### src/rtl/drc_pkg.sv
// Shared DRC packet definitions: type codes and disassembler FSM states.
// Imported by both the inbound disassembler and the outbound assembler.
package drc_pkg;

    typedef enum logic [5:0] {
        PKT_NONE = 6'h00,
        UPRQ     = 6'h01,
        DNRQ     = 6'h02,
        UPRSP    = 6'h03,
        DNRSP    = 6'h04,
        RSHRP    = 6'h05,
        URCHRP   = 6'h06,
        RSHRQ    = 6'h07
    } pkt_type_e;

    typedef enum logic [2:0] {
        S_IDLE     = 3'd0,
        S_DECODE   = 3'd1,
        S_DISPATCH = 3'd2,
        S_UNRCH    = 3'd3,
        S_DROP     = 3'd4
    } dis_state_e;

    function automatic logic dst_hit(
        input logic [15:0] dst,
        input logic [15:0] local_addr,
        input logic [15:0] bcast
    );
        return (dst == local_addr) || (dst == bcast);
    endfunction

endpackage

### src/rtl/drc_sat_cnt.sv
// Saturating up-counter: increments on inc, sticks at all-ones.
// Cleared only by the asynchronous reset.
module drc_sat_cnt #(
    parameter int unsigned W = 16
) (
    input  logic         iClk,
    input  logic         iResetN,
    input  logic         inc,
    output logic [W-1:0] cnt
);

    logic [W-1:0] cnt_q;

    always_ff @(posedge iClk or negedge iResetN) begin
        if (!iResetN) begin
            cnt_q <= '0;
        end else if (inc && (cnt_q != {W{1'b1}})) begin
            cnt_q <= cnt_q + W'(1);
        end
    end

    assign cnt = cnt_q;

endmodule

### src/rtl/drc_pkt_dis.sv
// Inbound packet disassembler: accepts one packet, checks the destination,
// and dispatches it to upload/download/refresh consumers or raises unreachable.
module drc_pkt_dis
    import drc_pkg::*;
#(
    parameter int unsigned        TMO_W      = 8,
    parameter logic [TMO_W-1:0]   TMO_MAX    = 8'hFF,
    parameter logic [15:0]        BCAST_ADDR = 16'hFFFF
) (
    input  logic         iClk,
    input  logic         iResetN,
    input  logic         iPktVld,
    output logic         oPktRdy,
    input  logic [5:0]   iPktType,
    input  logic [15:0]  iPktSrcAddr,
    input  logic [15:0]  iPktDstAddr,
    input  logic [4:0]   iPktSrcPort,
    input  logic [127:0] iPktData,
    input  logic [15:0]  iLocalAddr,
    output logic         oUploadReqVld,
    input  logic         iUploadReqRdy,
    output logic         oDownloadReqVld,
    input  logic         iDownloadReqRdy,
    output logic         oRefreshRspVld,
    input  logic         iRefreshRspRdy,
    output logic [15:0]  oReqSrcAddr,
    output logic [4:0]   oReqSrcPort,
    output logic [127:0] oReqData,
    output logic         oUnreachableRspVld,
    output logic [15:0]  oUnreachableRspSrcAddr,
    output logic [4:0]   oUnreachableRspTargtPort,
    output logic [15:0]  oDropCnt
);

    dis_state_e       state;
    pkt_type_e        typ;
    logic [15:0]      src_addr;
    logic [15:0]      dst_addr;
    logic [4:0]       src_port;
    logic [127:0]     data;
    logic [TMO_W-1:0] tmo;
    logic             pkt_rdy;
    logic             up_vld;
    logic             dn_vld;
    logic             rs_vld;
    logic             unrch_vld;
    logic             sel_rdy;
    logic             drop_inc;

    // Rdy of a consumer only counts while its own Vld is raised.
    always_comb begin
        sel_rdy = (up_vld & iUploadReqRdy)
                | (dn_vld & iDownloadReqRdy)
                | (rs_vld & iRefreshRspRdy);
    end

    assign drop_inc = (state == S_DROP);

    always_ff @(posedge iClk or negedge iResetN) begin
        if (!iResetN) begin
            state     <= S_IDLE;
            typ       <= PKT_NONE;
            src_addr  <= '0;
            dst_addr  <= '0;
            src_port  <= '0;
            data      <= '0;
            tmo       <= '0;
            pkt_rdy   <= 1'b1;
            up_vld    <= 1'b0;
            dn_vld    <= 1'b0;
            rs_vld    <= 1'b0;
            unrch_vld <= 1'b0;
        end else begin
            unique case (state)
                S_IDLE: begin
                    if (iPktVld && pkt_rdy) begin
                        typ      <= pkt_type_e'(iPktType);
                        src_addr <= iPktSrcAddr;
                        dst_addr <= iPktDstAddr;
                        src_port <= iPktSrcPort;
                        data     <= iPktData;
                        pkt_rdy  <= 1'b0;
                        state    <= S_DECODE;
                    end
                end
                S_DECODE: begin
                    tmo <= '0;
                    if (!dst_hit(dst_addr, iLocalAddr, BCAST_ADDR)) begin
                        unrch_vld <= 1'b1;
                        state     <= S_UNRCH;
                    end else begin
                        case (typ)
                            UPRQ: begin
                                up_vld <= 1'b1;
                                state  <= S_DISPATCH;
                            end
                            DNRQ: begin
                                dn_vld <= 1'b1;
                                state  <= S_DISPATCH;
                            end
                            RSHRP: begin
                                rs_vld <= 1'b1;
                                state  <= S_DISPATCH;
                            end
                            default: state <= S_DROP;
                        endcase
                    end
                end
                S_DISPATCH: begin
                    // A handshake on the final timeout cycle still wins.
                    if (sel_rdy) begin
                        up_vld  <= 1'b0;
                        dn_vld  <= 1'b0;
                        rs_vld  <= 1'b0;
                        pkt_rdy <= 1'b1;
                        state   <= S_IDLE;
                    end else if (tmo == TMO_MAX) begin
                        up_vld <= 1'b0;
                        dn_vld <= 1'b0;
                        rs_vld <= 1'b0;
                        state  <= S_DROP;
                    end else begin
                        tmo <= tmo + TMO_W'(1);
                    end
                end
                S_UNRCH: begin
                    unrch_vld <= 1'b0;
                    pkt_rdy   <= 1'b1;
                    state     <= S_IDLE;
                end
                S_DROP: begin
                    pkt_rdy <= 1'b1;
                    state   <= S_IDLE;
                end
                default: begin
                    up_vld    <= 1'b0;
                    dn_vld    <= 1'b0;
                    rs_vld    <= 1'b0;
                    unrch_vld <= 1'b0;
                    pkt_rdy   <= 1'b1;
                    state     <= S_IDLE;
                end
            endcase
        end
    end

    drc_sat_cnt #(
        .W(16)
    ) u_drop_cnt (
        .iClk    (iClk),
        .iResetN (iResetN),
        .inc     (drop_inc),
        .cnt     (oDropCnt)
    );

    assign oPktRdy                  = pkt_rdy;
    assign oUploadReqVld            = up_vld;
    assign oDownloadReqVld          = dn_vld;
    assign oRefreshRspVld           = rs_vld;
    assign oReqSrcAddr              = src_addr;
    assign oReqSrcPort              = src_port;
    assign oReqData                 = data;
    assign oUnreachableRspVld       = unrch_vld;
    assign oUnreachableRspSrcAddr   = src_addr;
    assign oUnreachableRspTargtPort = src_port;

endmodule
### config.mk
export PLATFORM = sky130hd
export DESIGN_NAME = drc_pkt_dis
export DESIGN_NICKNAME = d
export VERILOG_FILES = /design/src/rtl/drc_pkg.sv /design/src/rtl/drc_sat_cnt.sv /design/src/rtl/drc_pkt_dis.sv
export SDC_FILE = /design/constraint.sdc
export NUM_CORES = 1
export LEC_CHECK = 0
export BUFFER_PORTS_ARGS = -buffer_cell sky130_fd_sc_hd__buf_2
export CORE_UTILIZATION = 30
export DETAILED_ROUTE_END_ITERATION = 8
export GPL_TIMING_DRIVEN = 0
export HOLD_SLACK_MARGIN = 0.05
export PLACE_DENSITY = 0.61
export SKIP_CTS_REPAIR_TIMING = 1
export SLEW_MARGIN = 20
export SYNTH_ARGS = -nofsm -noshare
export SYNTH_HDL_FRONTEND = slang
export SYNTH_SLANG_ARGS = --single-unit
### constraint.sdc
create_clock -name iClk -period 1.8 [get_ports iClk]
set_input_delay 0.27 -clock iClk [delete_from_list [all_inputs] [get_ports iClk]]
set_output_delay 0.27 -clock iClk [all_outputs]
set_load 0.05 [all_outputs]
==> key figures, run 1 <==
Status
  – Status: finished clean

Final layout
  – Fillers: 2323
  – Share of cells above drive strength 1: 0.573
  – Area Overhead vs Synth: 65.2%
  – Final core occ: 0.503
  – Fin nets: 1341

Timing
  – Final worst path period share: 0.991
  – Min Tclk post-route: 1.78 ns
  – F_max: 560 MHz
  – Final count of hold timing violations: 0
  – Total negative setup slack: 0 ns
  – WHS: 0.218 ns
  – Measured slew at the worst slew-check pin: 0.488 ns
  – Slew margin rel.: 0.675
  – Unrepaired setup endpoints after global routing: true
  – Slew Limit Fails: 0
  – Fin Clk Skew: 0.0180 ns
  – Final setup viols: 0

Clock network
  – CTS tree: yes
  – H-tree levels: 1
  – Clock-pin slew on the worst setup and hold paths: 0.06 ns
  – CTS sink count: 203
  – CTS buffer count: 25
  – Maximum root-to-sink buffer count: 3
  – Skew-Pair Late Insertion Delay: 0.53 ns
  – CTS root buffer: clkbuf_16

Routing
  – Vias per cell: 4.46
  – Metal-1 WL: 9170 um
  – Initial DRC count: 266
  – Number of remaining DRC errors: 0
  – WL met3: 1430 um
  – Final wirelength: 23700 um
  – Drt pass-1 iters: 4
  – Highest Signal Layer: met4
  – DR WL met2: 12300 um
  – Wire length per cell: 15.7 um
  – Detail Route Antenna Nets: 0
  – Routed via count: 6716

Die
  – Ports: 384
  – DIE WIDTH: 167 um
  – Die Ht: 167 um
  – Starting Density: 0.305
  – Cell Rows: 60
  – Placeable Area: 26900 um^2
  – Area of the die: 28000 um^2

Yosys
  – Avg Cell Area, Syn: 14.6 um^2
  – Mapped Area: 8190 um^2
  – Yosys Warn Count: 0
  – Syn nets: 754
  – EDFF count, synth: 0
  – Top_reg_cell synth: dfrtp_1
  – Post-synth cell types: 36
  – Cells after Synth: 559
  – Async set or reset register ratio after synthesis: 1.00
  – Post-synthesis sequential area ratio: 0.620
  – FF+latch count, synth: 203

Power and ir drop
  – Leakage Power: 6.52 nW
  – Power per cell area: 1990 nW/um^2
  – Peak VDD IR: 1.84 mV
  – Power Total: 26.9 mW

Worst setup path
  – Worst Path Arrival: 2.19 ns
  – Worst EP required: 2.21 ns
  – Critical path startpoint category: register
  – R2R setup slack: 0.02 ns
  – Worst Path Max Fanout: 6
  – Crit. End Element: register
  – Crit Path Category: reg2reg

GRT
  – First-pass GRT wire length: 32500 um
  – Pin count of the biggest net entering global routing: 88
  – Overflow after GRT: 0
  – Total GRT Usage: 0.147
  – Initial antenna violation count: 1
  – Vias in the first global route: 5990

Placement
  – Placer congestion estimate: 0.730
  – Post-DP HPWL: 15500 um
  – Port Buf Inserts: 383

Job
  – Max Cap Viol: 0

Min path
  – Hold WC Path Type: in2async
==> metal layers <==
layer | track usage | vias to the layer above
met5 | 0 | -
met4 | 0.0487 | 0
met3 | 0.0435 | 46
met2 | 0.244 | 231
met1 | 0.182 | 3303
li1 | - | 3136
==> critical path, cell delays in order, from the launching register on <==
cell,delay [ns]
dfrtp_2,0.43
a222oi_1,0.33
buf_4,0.19
nand3b_1,0.09
buf_6,0.15
nor3b_2,0.23
nand3_1,0.13
mux2i_1,0.13
==> cell type report <==
type,instances,area (um^2),share of cell area
Sequential cell,203,5090,0.376
Timing Repair Buffer,560,3730,0.276
Multi-Input combinational cell,312,2920,0.215
Clock buffer,30,684,0.0506
Tap cell,341,427,0.0315
Buffer,41,393,0.0290
Clock inverter,16,275,0.0203
Inverter,3,11.3,0.000832
Antenna cell,1,2.50,0.000185
==> metrics by stage <==
stage               worst slack, ns  instances  cell area, um^2
floorplan                   -0.0564        559             8200
global placement              -3.53       1283            10500
detailed placement           -0.455       1285            10600
CTS                          -0.472       1331            11600
global route                -0.0934       1507            13500
finish                       0.0158       1507            13500
==> synth_stat cells, drive strengths merged, types with 3 or more instances <==
cell type	number	area, um^2
and4	4	35.0
dfrtp	202	5050
buf	40	253
inv	3	11.3
nand4	9	56.3
and2	3	18.8
o31ai	3	22.5
nand2	20	75.1
nor2	11	41.3
mux2	171	1930
xnor2	11	96.3
xor2	22	193
nand2b	3	18.8
and3	4	25.0
o21ai	7	35.0
nor4	8	50.1
a21oi	5	25.0
nand3	10	55.1
==> power breakdown <==
group          internal (mW)  switching (mW)
clock network           3.61            2.07
registers               6.61            1.24
logic                   4.06            9.30
total                   14.3            12.6
==> cells by family (layout without fill, tap and decap cells) <==
family	after synthesis	after routing	share of synthesized area
XOR/XNOR	33	33	0.0353
AO/OA/AOI/OAI	22	22	0.0165
buffers and inverters	44	650	0.0327
adder cells (fa/ha/maj)	2	2	0.00306
flip-flops	203	203	0.620
multiplexers	173	173	0.238
other	0	1	0
AND/OR/NAND/NOR	82	82	0.0544
==> path summary, 6_finish.rpt <==
| check | startpoint | endpoint | cells past startpoint |
|---|---|---|---|
| min in group iClk | iPktVld | oPktRdy$_DFFE_PN1P_ | 5 |
| hold reg to reg | u_drop_cnt.cnt[10]$_DFFE_PN0P_ | u_drop_cnt.cnt[10]$_DFFE_PN0P_ | 1 |
| hold / removal | iResetN | oReqData[22]$_DFFE_PN0P_ | 2 |
| setup reg to reg | oUploadReqVld$_DFFE_PN0P_ | tmo[6]$_DFFE_PN0P_ | 7 |
| max in group asynchronous | iResetN | oReqData[122]$_DFFE_PN0P_ | 4 |
| setup / recovery | oUploadReqVld$_DFFE_PN0P_ | tmo[6]$_DFFE_PN0P_ | 7 |
==> layout by cell type (no fill, tap or decap), types with 5 or more instances in the layout <==
| master | n |
|---|---|
| dlygate4sd3_1 | 172 |
| nand4_1 | 9 |
| o21ai_0 | 7 |
| xor2_1 | 22 |
| mux2_2 | 171 |
| nand2_1 | 20 |
| buf_2 | 382 |
| a21oi_1 | 5 |
| bufinv_16 | 6 |
| clkbuf_16 | 25 |
| buf_4 | 23 |
| xnor2_1 | 11 |
| nor2_1 | 8 |
| buf_6 | 18 |
| nand3_1 | 9 |
| dfrtp_2 | 10 |
| dfrtp_1 | 192 |
==> registers in the layout (all words and copies together) (netlist names), 3 cells and up <==
signal	cells
u_drop_cnt.cnt	16
oReqSrcAddr	16
tmo	8
oReqData	128
state	3
typ	6
oReqSrcPort	5
dst_addr	16
(Power assumes the default switching activity.)
==> run 2, diff against run 1 <==
--- a/config.mk
+++ b/config.mk
@@ -6,13 +6,15 @@
 export NUM_CORES = 1
 export LEC_CHECK = 0
 export BUFFER_PORTS_ARGS = -buffer_cell sky130_fd_sc_hd__buf_2
+export CORE_MARGIN = 3
 export CORE_UTILIZATION = 30
 export DETAILED_ROUTE_END_ITERATION = 8
 export GPL_TIMING_DRIVEN = 0
 export HOLD_SLACK_MARGIN = 0.05
-export PLACE_DENSITY = 0.61
+export PLACE_DENSITY = 0.6
 export SKIP_CTS_REPAIR_TIMING = 1
 export SLEW_MARGIN = 20
 export SYNTH_ARGS = -nofsm -noshare
 export SYNTH_HDL_FRONTEND = slang
+export SYNTH_HIERARCHICAL = 1
 export SYNTH_SLANG_ARGS = --single-unit
==> key figures, run 2 <==
Yosys
  – Post-synth cell types: 42
  – Mapped Area: 8310 um^2
  – Synth top area share: 0.608
  – Syn nets: 768
  – Commonest cells post-synth: 202 x dfrtp_1, 172 x mux2_2, 21 x buf_4, 21 x xor2_1, 19 x nand2_1
  – EDFF count, synth: 0
  – FF+latch count, synth: 203
  – Count leader, synth: dfrtp_1
  – Async set or reset register ratio after synthesis: 1.00
  – Post-synthesis sequential area ratio: 0.611
  – Cells after Synth: 573
  – Avg Cell Area, Syn: 14.5 um^2
  – Yosys Warn Count: 6
  – Largest area contributor in the netlist: dfrtp_1
  – Top_reg_cell synth: dfrtp_1
  – Ranking of synthesized cells by area: dfrtp_1 61%, mux2_2 23%, xor2_1 2.2%

Routing
  – Wire length per cell: 16.5 um
  – Vias per cell: 4.42
  – Final wirelength: 26000 um
  – Detail Route Antenna Nets: 0
  – Routed via count: 6933
  – Drt pass-1 iters: 4
  – Number of remaining DRC errors: 0
  – Initial DRC count: 220

Clock network
  – Clock-pin slew on the worst setup and hold paths: 0.06 ns
  – CTS buffer count: 24
  – Skew-Pair Late Insertion Delay: 0.52 ns
  – Maximum root-to-sink buffer count: 3
  – CTS tree: yes
  – CTS sink count: 203
  – H-tree levels: 1
  – CTS root buffer: clkbuf_16

Timing
  – Measured slew at the worst slew-check pin: 0.557 ns
  – WHS: 0.0853 ns
  – Final count of hold timing violations: 0
  – Fin Clk Skew: 0.0198 ns
  – Final setup viols: 1
  – Unrepaired setup endpoints after global routing: true
  – F_max: 552 MHz
  – PnR worst setup slack: -0.0123 ns
  – Slew margin rel.: 0.629
  – Final worst path period share: 1.01
  – Min Tclk post-route: 1.81 ns
  – Slew Limit Fails: 0

Worst setup path
  – Crit Path Category: reg2reg
  – Worst r2r src: state[0]$_DFFE_PN0P_
  – Critical path startpoint category: register
  – CP max-delay cell: dfrtp_2
  – Worst path most repeated cell: nor3_4
  – Worst EP required: 2.19 ns
  – Worst Path Arrival: 2.20 ns
  – CP startpoint: state[0]$_DFFE_PN0P_
  – Worst Path Max Fanout: 4
  – Slowest stage delay, CP: 0.45 ns
  – Family with the most delay on the worst path: simple AND/OR/NAND/NOR gates
  – R2R setup slack: -0.01 ns
  – Crit. End Element: register
  – WP buf/inv: 1
  – CP Cell Sequence: buf_12 -> nor3_4 -> nand4_1 -> or2_4 -> nor3_4 -> mux2_4

Final layout
  – Area Overhead vs Synth: 70.7%
  – Commonest non-fill, non-tap cells in the layout: 382 x buf_2, 182 x dfrtp_1, 172 x dlygate4sd3_1
  – Most common cell after layout, fill and taps aside: buf_2
  – Largest register FFs: 128
  – Fin nets: 1374
  – Final core occ: 0.524
  – Share of cells above drive strength 1: 0.594

Placement
  – Placer congestion estimate: 0.768
  – Port Buf Inserts: 383
  – Post-DP HPWL: 17300 um

Die
  – Area of the die: 29700 um^2
  – DIE WIDTH: 172 um
  – Placeable Area: 27100 um^2
  – Ports: 384
  – Starting Density: 0.307
  – Die Ht: 172 um
  – Cell Rows: 60

Power and ir drop
  – Power Total: 25.9 mW
  – Power per cell area: 1830 nW/um^2
  – Peak VDD IR: 1.50 mV
  – Leakage Power: 6.81 nW

Job
  – Max Cap Viol: 0

Status
  – Status: finished with violations
  – Violated checks: negative setup slack

Min path
  – Hold Crit Start: iPktVld
  – Hold WC Path Type: in2reg

GRT
  – Initial antenna violation count: 0
  – Total GRT Usage: 0.144
  – First-pass GRT wire length: 33900 um
  – Vias in the first global route: 6318
  – Overflow after GRT: 0
  – Pin count of the biggest net entering global routing: 91
-- run 2: changes by cell type in the layout (fill, tap and decap cells not counted), sizes merged, moves of 5 or more --
cell,previous run,this run
buf,428,441
clkbuf,31,41
nand4,9,14
nor2,11,16
nor3,2,7
o21ai,7,15
-- run 2: kinds of logic (layout without fill, tap and decap cells) --
logic type / Yosys count / after routing / synth area share
fa+ha+maj: 2 / 2 / 0.00301
mux: 174 / 174 / 0.236
buf+inv: 46 / 670 / 0.0330
xor+xnor: 32 / 32 / 0.0337
simple gates: 83 / 83 / 0.0559
other cells: 0 / 1 / 0
flops: 203 / 203 / 0.611
compound gates: 33 / 33 / 0.0274
-- run 2: cell type report --
class,instances,area [um^2]
flip-flops and latches,203,5110
repair buffers,580,4000
diodes,1,2.50
clock inverters,12,181
clock buffers,32,671
multi-input cells,324,3290
well taps,372,465
plain buffers,42,449
fillers,2265,12900
inverters,4,17.5
-- run 2: where the power goes --
part / total (mW) / internal (mW) / switching, mW
sequential: 7.89 / 6.61 / 1.28
combinational: 12.9 / 3.85 / 9.02
clock: 5.17 / 3.21 / 1.96
total: 25.9 / 13.7 / 12.3
-- run 2: metal layers --
metal,track usage,part of all wire,vias to the layer above
met5,0,0,-
met4,0.0406,0.025,0
met3,0.0414,0.064,42
met2,0.252,0.52,244
met1,0.171,0.39,3408
li1,-,-,3239
-- run 2: path summary, 6_finish.rpt --
| path | endpoint | depth (start not counted) |
|---|---|---|
| max | u_drop_cnt/cnt[15]$_DFFE_PN0P_ | 6 |
| min | state[0]$_DFFE_PN0P_ | 3 |
| max reg2reg | u_drop_cnt/cnt[15]$_DFFE_PN0P_ | 6 |
| min reg2reg | oUploadReqVld$_DFFE_PN0P_ | 1 |
| max in group asynchronous | oDownloadReqVld$_DFFE_PN0P_ | 3 |
| min in group asynchronous | oReqData[102]$_DFFE_PN0P_ | 2 |
-- run 2: tightest hold or removal path: cells and delay by family --
kind                   cells  cell delay [ns]
buffers and inverters      1             0.12
AND/OR/NAND/NOR            1             0.09
AO/OA/AOI/OAI              1             0.07
-- run 2: metrics by stage --
| stage | instances | setup WS, ns | setup TNS (ns) | area, um^2 |
|---|---|---|---|---|
| 2_1_floorplan | 573 | -0.131 | -0.668 | 8390 |
| 3_3_place_gp | 1328 | -3.51 | -679.56 | 10800 |
| 3_5_place_dp | 1330 | -0.376 | -48.37 | 10800 |
| 4_1_cts | 1374 | -0.364 | -46.36 | 11700 |
| 5_1_grt | 1569 | -0.0814 | -0.967 | 14200 |
| 6_report | 1570 | -0.0123 | -0.0123 | 14200 |
